[config.mk]
export PLATFORM = sky130hd
export DESIGN_NAME = sim_frame_gen
export DESIGN_NICKNAME = d
export VERILOG_FILES = /design/src/rtl/sim_frame_gen.sv
export SDC_FILE = /design/constraint.sdc
export NUM_CORES = 1
export LEC_CHECK = 0
export CAP_MARGIN = 20
export CORE_MARGIN = 3
export CORE_UTILIZATION = 45
export DETAILED_ROUTE_END_ITERATION = 12
export PLACE_DENSITY_LB_ADDON = 0.08
export SLEW_MARGIN = 20
export SYNTH_ARGS = -nofsm -noshare
export SYNTH_HDL_FRONTEND = slang
export SYNTH_SLANG_ARGS = --single-unit
[constraint.sdc]
create_clock -name iclk -period 3.4 [get_ports iclk]
set_input_delay 0.51 -clock iclk [delete_from_list [all_inputs] [get_ports iclk]]
set_output_delay 0.51 -clock iclk [all_outputs]
set_load 0.1 [all_outputs]
[src/rtl/sim_frame_gen.sv]
// sim_frame_gen: framed test-packet generator for link simulation.
// Frame = SYNC, FRAME#, FRAME_LEN x CH_NUM samples (channel-interleaved), CHK.
// Words stream over a valid/ready interface; triggers come from an internal
// period tick or from the rising edge of iSTART, with a one-deep pending slot.
module sim_frame_gen #(
    parameter int          DATA_W    = 16,
    parameter int          CH_NUM    = 2,
    parameter int          FRAME_LEN = 32,
    parameter int          PERIOD    = 50000000,
    parameter logic [15:0] SYNC_WORD = 16'hA5C3
) (
    input  logic              iclk,
    input  logic              ireset,
    input  logic              iPERIODIC,
    input  logic              iSTART,
    input  logic [1:0]        iMODE,
    input  logic [DATA_W-1:0] iCONST,
    input  logic              iREADY,
    output logic [DATA_W-1:0] oDATA,
    output logic              oVALID,
    output logic              oSOF,
    output logic              oEOF,
    output logic              oBUSY,
    output logic [15:0]       oFRAME_CNT,
    output logic [7:0]        oMISSED
);

    localparam int PER_W  = $clog2(PERIOD);
    localparam int SLOT_W = (FRAME_LEN > 1) ? $clog2(FRAME_LEN) : 1;

    localparam logic [1:0] MODE_CONST = 2'd0;
    localparam logic [1:0] MODE_COUNT = 2'd1;
    localparam logic [1:0] MODE_LFSR  = 2'd2;
    localparam logic [1:0] MODE_TAG   = 2'd3;

    localparam logic [15:0] LFSR_SEED = 16'hACE1;
    localparam logic [15:0] LFSR_MASK = 16'hB400;

    typedef enum logic [2:0] {
        IDLE,
        SYNC,
        NUM,
        DATA,
        CHK
    } stateT;

    stateT              state;
    stateT              nextState;

    logic [PER_W-1:0]   perCnt;
    logic               perTick;
    logic               startQ;
    logic               tick;
    logic               pending;
    logic [7:0]         missed;
    logic [15:0]        frameCnt;

    logic [1:0]         modeQ;
    logic [DATA_W-1:0]  constQ;
    logic [SLOT_W-1:0]  slotIdx;
    logic [3:0]         chIdx;
    logic               lastCh;
    logic               lastSlot;
    logic [DATA_W-1:0]  sampleCnt;
    logic [15:0]        lfsr;
    logic [DATA_W-1:0]  chkAcc;

    logic               busy;
    logic               frameStart;
    logic               xfer;
    logic [DATA_W-1:0]  frameWord;
    logic [DATA_W-1:0]  slotExt;
    logic [DATA_W-1:0]  tagWord;
    logic [DATA_W-1:0]  sampleWord;

    assign busy       = (state != IDLE);
    assign perTick    = (perCnt == PER_W'(PERIOD - 1));
    assign tick       = iPERIODIC ? perTick : (iSTART & ~startQ);
    assign frameStart = (state == IDLE) && (tick || pending);
    assign xfer       = oVALID & iREADY;
    assign lastCh     = (chIdx == 4'(CH_NUM - 1));
    assign lastSlot   = (slotIdx == SLOT_W'(FRAME_LEN - 1));
    assign frameWord  = DATA_W'(frameCnt);
    assign slotExt    = DATA_W'(slotIdx);

    assign oFRAME_CNT = frameCnt;
    assign oMISSED    = missed;

    // Channel-tagged sample: channel in the top nibble, slot below it.
    always_comb begin
        tagWord                  = '0;
        tagWord[DATA_W-1 -: 4]   = chIdx;
        tagWord[DATA_W-5:0]      = slotExt[DATA_W-5:0];
    end

    // Sample value for the word currently presented, from the captured mode.
    always_comb begin
        sampleWord = '0;
        case (modeQ)
            MODE_CONST: sampleWord = constQ;
            MODE_COUNT: sampleWord = sampleCnt;
            MODE_LFSR:  sampleWord = DATA_W'(lfsr);
            MODE_TAG:   sampleWord = tagWord;
            default:    sampleWord = '0;
        endcase
    end

    // FSM state register.
    always_ff @(posedge iclk) begin
        if (!ireset) state <= IDLE;
        else         state <= nextState;
    end

    // Next-state and stream outputs; every non-idle state presents one word.
    always_comb begin
        nextState = state;
        oVALID    = 1'b0;
        oSOF      = 1'b0;
        oEOF      = 1'b0;
        oBUSY     = 1'b0;
        oDATA     = '0;
        case (state)
            IDLE: begin
                if (tick || pending) nextState = SYNC;
            end
            SYNC: begin
                oVALID = 1'b1;
                oBUSY  = 1'b1;
                oSOF   = 1'b1;
                oDATA  = DATA_W'(SYNC_WORD);
                if (iREADY) nextState = NUM;
            end
            NUM: begin
                oVALID = 1'b1;
                oBUSY  = 1'b1;
                oDATA  = frameWord;
                if (iREADY) nextState = DATA;
            end
            DATA: begin
                oVALID = 1'b1;
                oBUSY  = 1'b1;
                oDATA  = sampleWord;
                if (iREADY && lastCh && lastSlot) nextState = CHK;
            end
            CHK: begin
                oVALID = 1'b1;
                oBUSY  = 1'b1;
                oEOF   = 1'b1;
                oDATA  = chkAcc;
                if (iREADY) nextState = IDLE;
            end
            default: nextState = IDLE;
        endcase
    end

    // Free-running period counter and iSTART edge register.
    always_ff @(posedge iclk) begin
        if (!ireset) begin
            perCnt <= '0;
            startQ <= 1'b0;
        end else begin
            perCnt <= perTick ? '0 : perCnt + 1'b1;
            startQ <= iSTART;
        end
    end

    // One-deep pending slot; a tick that finds it full is counted as missed.
    always_ff @(posedge iclk) begin
        if (!ireset) begin
            pending <= 1'b0;
            missed  <= '0;
        end else if (frameStart) begin
            pending <= 1'b0;
        end else if (tick && busy) begin
            if (!pending)             pending <= 1'b1;
            else if (missed != 8'hFF) missed  <= missed + 1'b1;
        end
    end

    // Source selection is frozen for the whole frame at frame start.
    always_ff @(posedge iclk) begin
        if (!ireset) begin
            modeQ  <= '0;
            constQ <= '0;
        end else if (frameStart) begin
            modeQ  <= iMODE;
            constQ <= iCONST;
        end
    end

    // Slot/channel position inside the sample block, advanced per sample transfer.
    always_ff @(posedge iclk) begin
        if (!ireset || frameStart) begin
            slotIdx <= '0;
            chIdx   <= '0;
        end else if (xfer && state == DATA) begin
            if (lastCh) begin
                chIdx   <= '0;
                slotIdx <= lastSlot ? '0 : slotIdx + 1'b1;
            end else begin
                chIdx   <= chIdx + 1'b1;
            end
        end
    end

    // Counter and LFSR sources persist across frames; each steps only while
    // it is the active source, so switching modes does not disturb the other.
    always_ff @(posedge iclk) begin
        if (!ireset) begin
            sampleCnt <= '0;
            lfsr      <= LFSR_SEED;
        end else if (xfer && state == DATA) begin
            if (modeQ == MODE_COUNT) sampleCnt <= sampleCnt + 1'b1;
            if (modeQ == MODE_LFSR)  lfsr <= lfsr[0] ? ((lfsr >> 1) ^ LFSR_MASK) : (lfsr >> 1);
        end
    end

    // Running checksum over FRAME# and samples; SYNC is not included.
    always_ff @(posedge iclk) begin
        if (!ireset || frameStart) begin
            chkAcc <= '0;
        end else if (xfer && state == NUM) begin
            chkAcc <= chkAcc ^ frameWord;
        end else if (xfer && state == DATA) begin
            chkAcc <= chkAcc ^ sampleWord;
        end
    end

    // Completed-frame counter, bumped when the checksum word is accepted.
    always_ff @(posedge iclk) begin
        if (!ireset)                    frameCnt <= '0;
        else if (xfer && state == CHK)  frameCnt <= frameCnt + 1'b1;
    end

endmodule
Word level (Yosys, flattened, before mapping)
Index checks and enable logic that the tools add are counted.
{ "totals": {"memories": 0, "word_cells": 82, "reg_bits": 130, "latch_bits": 0, "romBits": 0, "output_inout_bits": 44, "input_bits": 23, "ramBits": 0} }
{ "op_classes": {"n_shift": 0, "div_mod_pow": 0, "n_eq_ne": 16, "multipliers": 0, "add_sub_neg": 6, "magnitude_cmp": 0, "muxes": 17, "n_reduce_logical": 22, "bitwise": 8} }
{ "op_table": {"columns": ["cell", "count"], "rows": [
  ["case mux 16 bit (4 select lines)", 2],
  ["2-to-1 mux 16 bit", 3],
  ["adder 16 x 1 -> 16 bit (second input constant)", 2],
  ["XOR 16 bit", 2],
  ["adder 26 x 1 -> 26 bit (second input constant)", 1],
  ["== test 26 bit (second input constant)", 1],
  ["2-to-1 mux 3 bit", 5],
  ["case mux 3 bit (5 select lines)", 1],
  ["adder 8 x 1 -> 8 bit (second input constant)", 1],
  ["inequality test 2 bit (second input constant)", 4],
  ["inequality test 8 bit (second input constant)", 1],
  ["logical AND 1 bit", 7],
  ["== test 3 x 2 -> 1 bit (second input constant)", 2],
  ["AND reduction 2 bit", 3],
  ["adder 5 x 1 -> 5 bit (second input constant)", 1],
  ["== test 5 bit (second input constant)", 1],
  ["2-to-1 mux 5 bit", 1],
  ["AND reduction 5 bit", 1],
  ["adder 4 x 1 -> 4 bit (second input constant)", 1],
  ["== test 2 bit (second input constant)", 2],
  ["== test 4 x 1 -> 1 bit (second input constant)", 1],
  ["2-to-1 mux 1 bit", 4],
  ["2-to-1 mux 4 bit", 1],
  ["NOT 3 -> 4 bit", 1],
  ["other kinds (15)", 20]
]} }

Depth between registers and ports, before layout
{ "depth": {"word_depth": 7, "ltp_mapped": 9, "mapped_depth_nobuf": 7} }

Worst setup path before layout
Ideal clock, no wire load.
{ "synth_path": {"path_type": "reg2out", "startpoint": "register state[0]", "endpoint": "output oDATA[5]", "arrival_ps": 3467, "required_ps": 2890, "path_stages_with_launch": 6, "slack_ps": -577, "cell_sequence": "dfxtp_1 > clkbuf_1 > buf_1 > clkbuf_1 > o22ai_1 > o21ai_0"} }
{ "synth_via": {"elab_chain_len": 2, "word_cells_on_any_way": 5} }
{ "synth_lines": {"columns": ["element", "line", "text"], "rows": [
  ["start: declaration", "47", "stateT state;"],
  ["start signal: assignment", "111", "else state <= nextState;"],
  ["== test 3 bit (tied with other cells)", "122", "case (state)"],
  ["case mux 16 bit (4 select lines) *", "122", null],
  ["end: declaration", "19", "output logic [DATA_W-1:0] oDATA,"]
]} }
Every way passes the cells marked *; elsewhere a longest branch is shown, timed or not.

Worst setup path in the final report
{ "layout_path": {"startpoint": "register state[2]", "endpoint": "output oDATA[6]"} }
The elaborated chain is that of the path after synthesis.

==> impl_summary.md <==
Status
The flow ran to the end, and the final reports show no timing, DRC or antenna violations.

Yosys
Yosys mapped a number of flops with a built-in enable equal to 0. The share of Yosys cell area claimed by the top area cell type is 0.399. Counting every net in the synthesized netlist gives 800.

The cell count after synthesis came out at 771. Dividing the synthesized area by the synthesized cell count gives 8.47 µm². The most common flop cell mapped by yosys is dfxtp_1. Yosys printed 0 warnings. The async set-or-reset flop fraction in the synthesized netlist is 0. The number of register bits inferred by synthesis is 130. After synthesis the cells add up to between 6000 and 7000 µm². Yosys instantiated no cell more often than dfxtp_1. Sorting the synthesized cells by area gives the leading types as dfxtp_1 (40%), mux2i_1 (6.9%), nand2_1 (6.1%), xor2_1 (4.6%), xnor2_1 (4.4%). In the synthesized netlist, the cells that appear most often are dfxtp_1 (130), nand2_1 (106), nor2_1 (71). The synthesized design spends more area on one cell type than any other, namely dfxtp_1.

Synthesis instantiated 50 different standard cells from the library. The share of the Yosys chip area taken by registers is 0.399.

Route
The vias after detailed routing is 5,595. The starting DRC count in detailed routing is about 450. Before antenna repair, the detailed router went through 5 iterations.

The mean number of vias per cell is 5.58. Wires add up to 16.4 mm. In this run the remaining antenna-violating nets after routing total 0. The wire length per cell after detailed routing is 16.4 µm. The residual DRC count is 0.

Global routing
Entering global routing, the biggest net connects 67 pins. The number of antenna violations at the first check in global routing was 0. Across every metal layer, demand over resource in global routing totals 0.209. The total overflow left after global routing is 0. The first global-routing pass estimated between 20 and 30 mm of wire. The via count of the first global-routing pass is 5,212.

Setup path
STA puts the critical path data arrival time at ~2.5 ns. The capture instance of the worst register-to-register path is constQ[15]. Of all nets on the critical path, the largest fanout is 18.

The launching point of the worst reg2reg path is perCnt[16]. Across all register-to-register paths, the minimum setup slack is 0.88 ns. Data on the critical path is required at its endpoint by 2.89 ns.

The worst setup path is launched from a flip-flop. The classification of the worst setup path is flip-flop to output pin. The beginning of the critical path is state[2]. The worst-case reg-to-reg path depth is 5.

STA classifies the critical path endpoint as an output pin.

Floorplanning
The floorplan step defined a core boundary enclosing approximately 14,000 µm². The horizontal extent of the die is 126 µm. The die covers 16,000 µm². The die boundary height is approximately 130 µm. The number of ports placed on the die boundary is 67. The effective utilization at floorplan is 0.465. The count of standard-cell rows is 43.

Clocking
The clock-pin transition on the worst setup and hold timing paths is 0.06 ns. The library cell used as clock root buffer is clkbuf_16. The total clock buffers created by CTS is 17. At the later pin of the worst-skew pair, clock insertion delay measures 0.41 ns. The number of setup buffers added after CTS is 0.

The count of clock tree sinks is 130. The number of hold buffers added after CTS was 0. The clock tree synthesis step divided the H-tree into 4 levels.

The clock passes through at most 2 buffers. The post-cts repair resize count is 0. TritonCTS built the clock tree.

STA
Setup repair after global routing left no endpoint under its margin. Adding up every negative setup slack in the final design gives 0 ns. The shortest period the worst path allows is 2.98 ns. Derived from the worst setup path, the maximum achievable clock frequency is 0.336 GHz.

The worst setup skew after layout is 0.00685 ns. The final critical-path setup slack is 0.425 ns. For the pin with the worst max-slew slack, the measured transition is 1.02 ns. The worst-case hold slack is 0.454 ns. Dividing the final minimum period by the clock period gives 0.875. The max-slew violation count is 0.

The number of endpoints with negative hold slack in the final report came to 0. The headroom to the max-slew limit is 0.319. The count of endpoints failing setup in the final report is 0.

Hold path
The kind of path behind the tightest hold check is flip-flop to flip-flop. In this run the most critical hold path is launched from perCnt[0]. The worst min-delay path endpoint is perCnt[0].

Along the worst hold path, the cell count comes to 1.

Job
Across the run, the number of max-cap violations was 0.

Placed design
Routability-driven placement finished with a final weighted congestion of 0.779. During placement, the flow inserted port buffers numbering 66. The worst-case setup slack after placement is 0.691 ns. After legalization and detailed placement, the total HPWL measured 11.3 mm.

Layout
0 antenna diodes ended up in the layout. The layout-stage area growth over the synthesis result is 23.7%. The number of fill cells is roughly 1.2k.

The final layout contains 839 nets. Of the cells placed in the final design, the portion with a size suffix greater than 1 is 0.106.

Power and ir drop
For this design the ratio of total power to cell area is 506 nW/µm². In this run the static leakage power is 0.00285 µW. Across the VDD grid, the largest voltage drop is ~0.34 mV.
[worst max-delay path, stage by stage (launching register included)]
cell     delay, ns
dfxtp_1       0.84
nor2b_1       0.60
a21oi_1       0.17
o22ai_2       0.23
buf_12        0.21
[metrics by stage]
step	instances	util	area, µm²	power (µW)
after floorplan	771	-	6580	2100
after global placement	971	0.534	7490	2330
after detailed placement	971	0.534	7490	2330
after CTS	1003	0.575	8080	4120
after global routing	1003	0.575	8080	4230
final	1003	0.575	8080	4090
[per-layer routing]
metal | vias to the layer above | GRT usage | part of all wire
li1 | 2771 | - | -
met1 | 2676 | 0.302 | 0.49
met5 | - | 0 | 0
met4 | 0 | 0.0662 | 0.010
met2 | 136 | 0.316 | 0.45
met3 | 12 | 0.0375 | 0.044
[how the worst max path moves through the flow]
stage	endpoint	slack [ns]	cells past startpoint
floorplan	oSOF	0.14	5
global placement	slotIdx[3]	0.76	5
detailed placement	slotIdx[3]	0.69	5
CTS	oDATA[6]	0.44	4
global route	oDATA[15]	0.22	4
finish	oDATA[6]	0.42	4
[kinds of logic after synthesis]
family	after synthesis	share of synthesized area
mux	54	0.100
xor+xnor	67	0.0899
fa+ha+maj	6	0.0115
compound gates	102	0.0964
flops	130	0.399
buf+inv	63	0.0425
simple gates	349	0.261
[placed cells by master (no fill, tap or decap), types with 5 or more instances in the layout]
cell type | Yosys | routed
and3_1 | 19 | 19
buf_4 | 5 | 10
xnor2_1 | 33 | 33
clkinv_2 | 0 | 5
clkbuf_16 | 0 | 17
mux4_2 | 9 | 9
ha_1 | 6 | 6
nand2b_1 | 9 | 9
nor2b_1 | 11 | 11
buf_12 | 0 | 21
o22ai_2 | 0 | 8
o21ai_1 | 0 | 8
a211oi_1 | 7 | 7
xor2_1 | 34 | 34
o21ai_0 | 19 | 11
and4_1 | 6 | 6
mux2i_1 | 45 | 45
and2_1 | 8 | 8
nand2_1 | 106 | 106
nand4_1 | 22 | 22
nor2_1 | 71 | 71
or3_1 | 11 | 11
a21oi_1 | 42 | 42
nand3_1 | 32 | 32
nor3_1 | 38 | 38
dfxtp_1 | 130 | 130
inv_1 | 7 | 6
clkdlybuf4s50_1 | 0 | 44
[sequential cells by signal, indices dropped and copies added (netlist names), 4 cells and up]
register / count
chIdx: 4
sampleCnt: 16
oFRAME_CNT: 16
lfsr: 16
slotIdx: 5
perCnt: 26
chkAcc: 16
oMISSED: 8
constQ: 16
[cell type report]
type / instances / area, µm² / share of cell area
inverter: 7 / 26.3 / 0.00325
clock inverter: 10 / 108 / 0.0133
sequential: 130 / 2600 / 0.322
timing repair buffer: 76 / 941 / 0.117
tap: 180 / 225 / 0.0279
clock buffer: 22 / 474 / 0.0587
multi-input combinational: 578 / 3700 / 0.458
[report_power, final]
group          switching (µW)  total [µW]  internal (µW)  leakage (µW)
Sequential               26.0        1580           1550       0.00105
Clock                     657        1790           1130      0.000282
Combinational             462         726            264       0.00152
Total                    1150        4090           2940       0.00285
No activity file was read; power rests on OpenSTA's default activity.
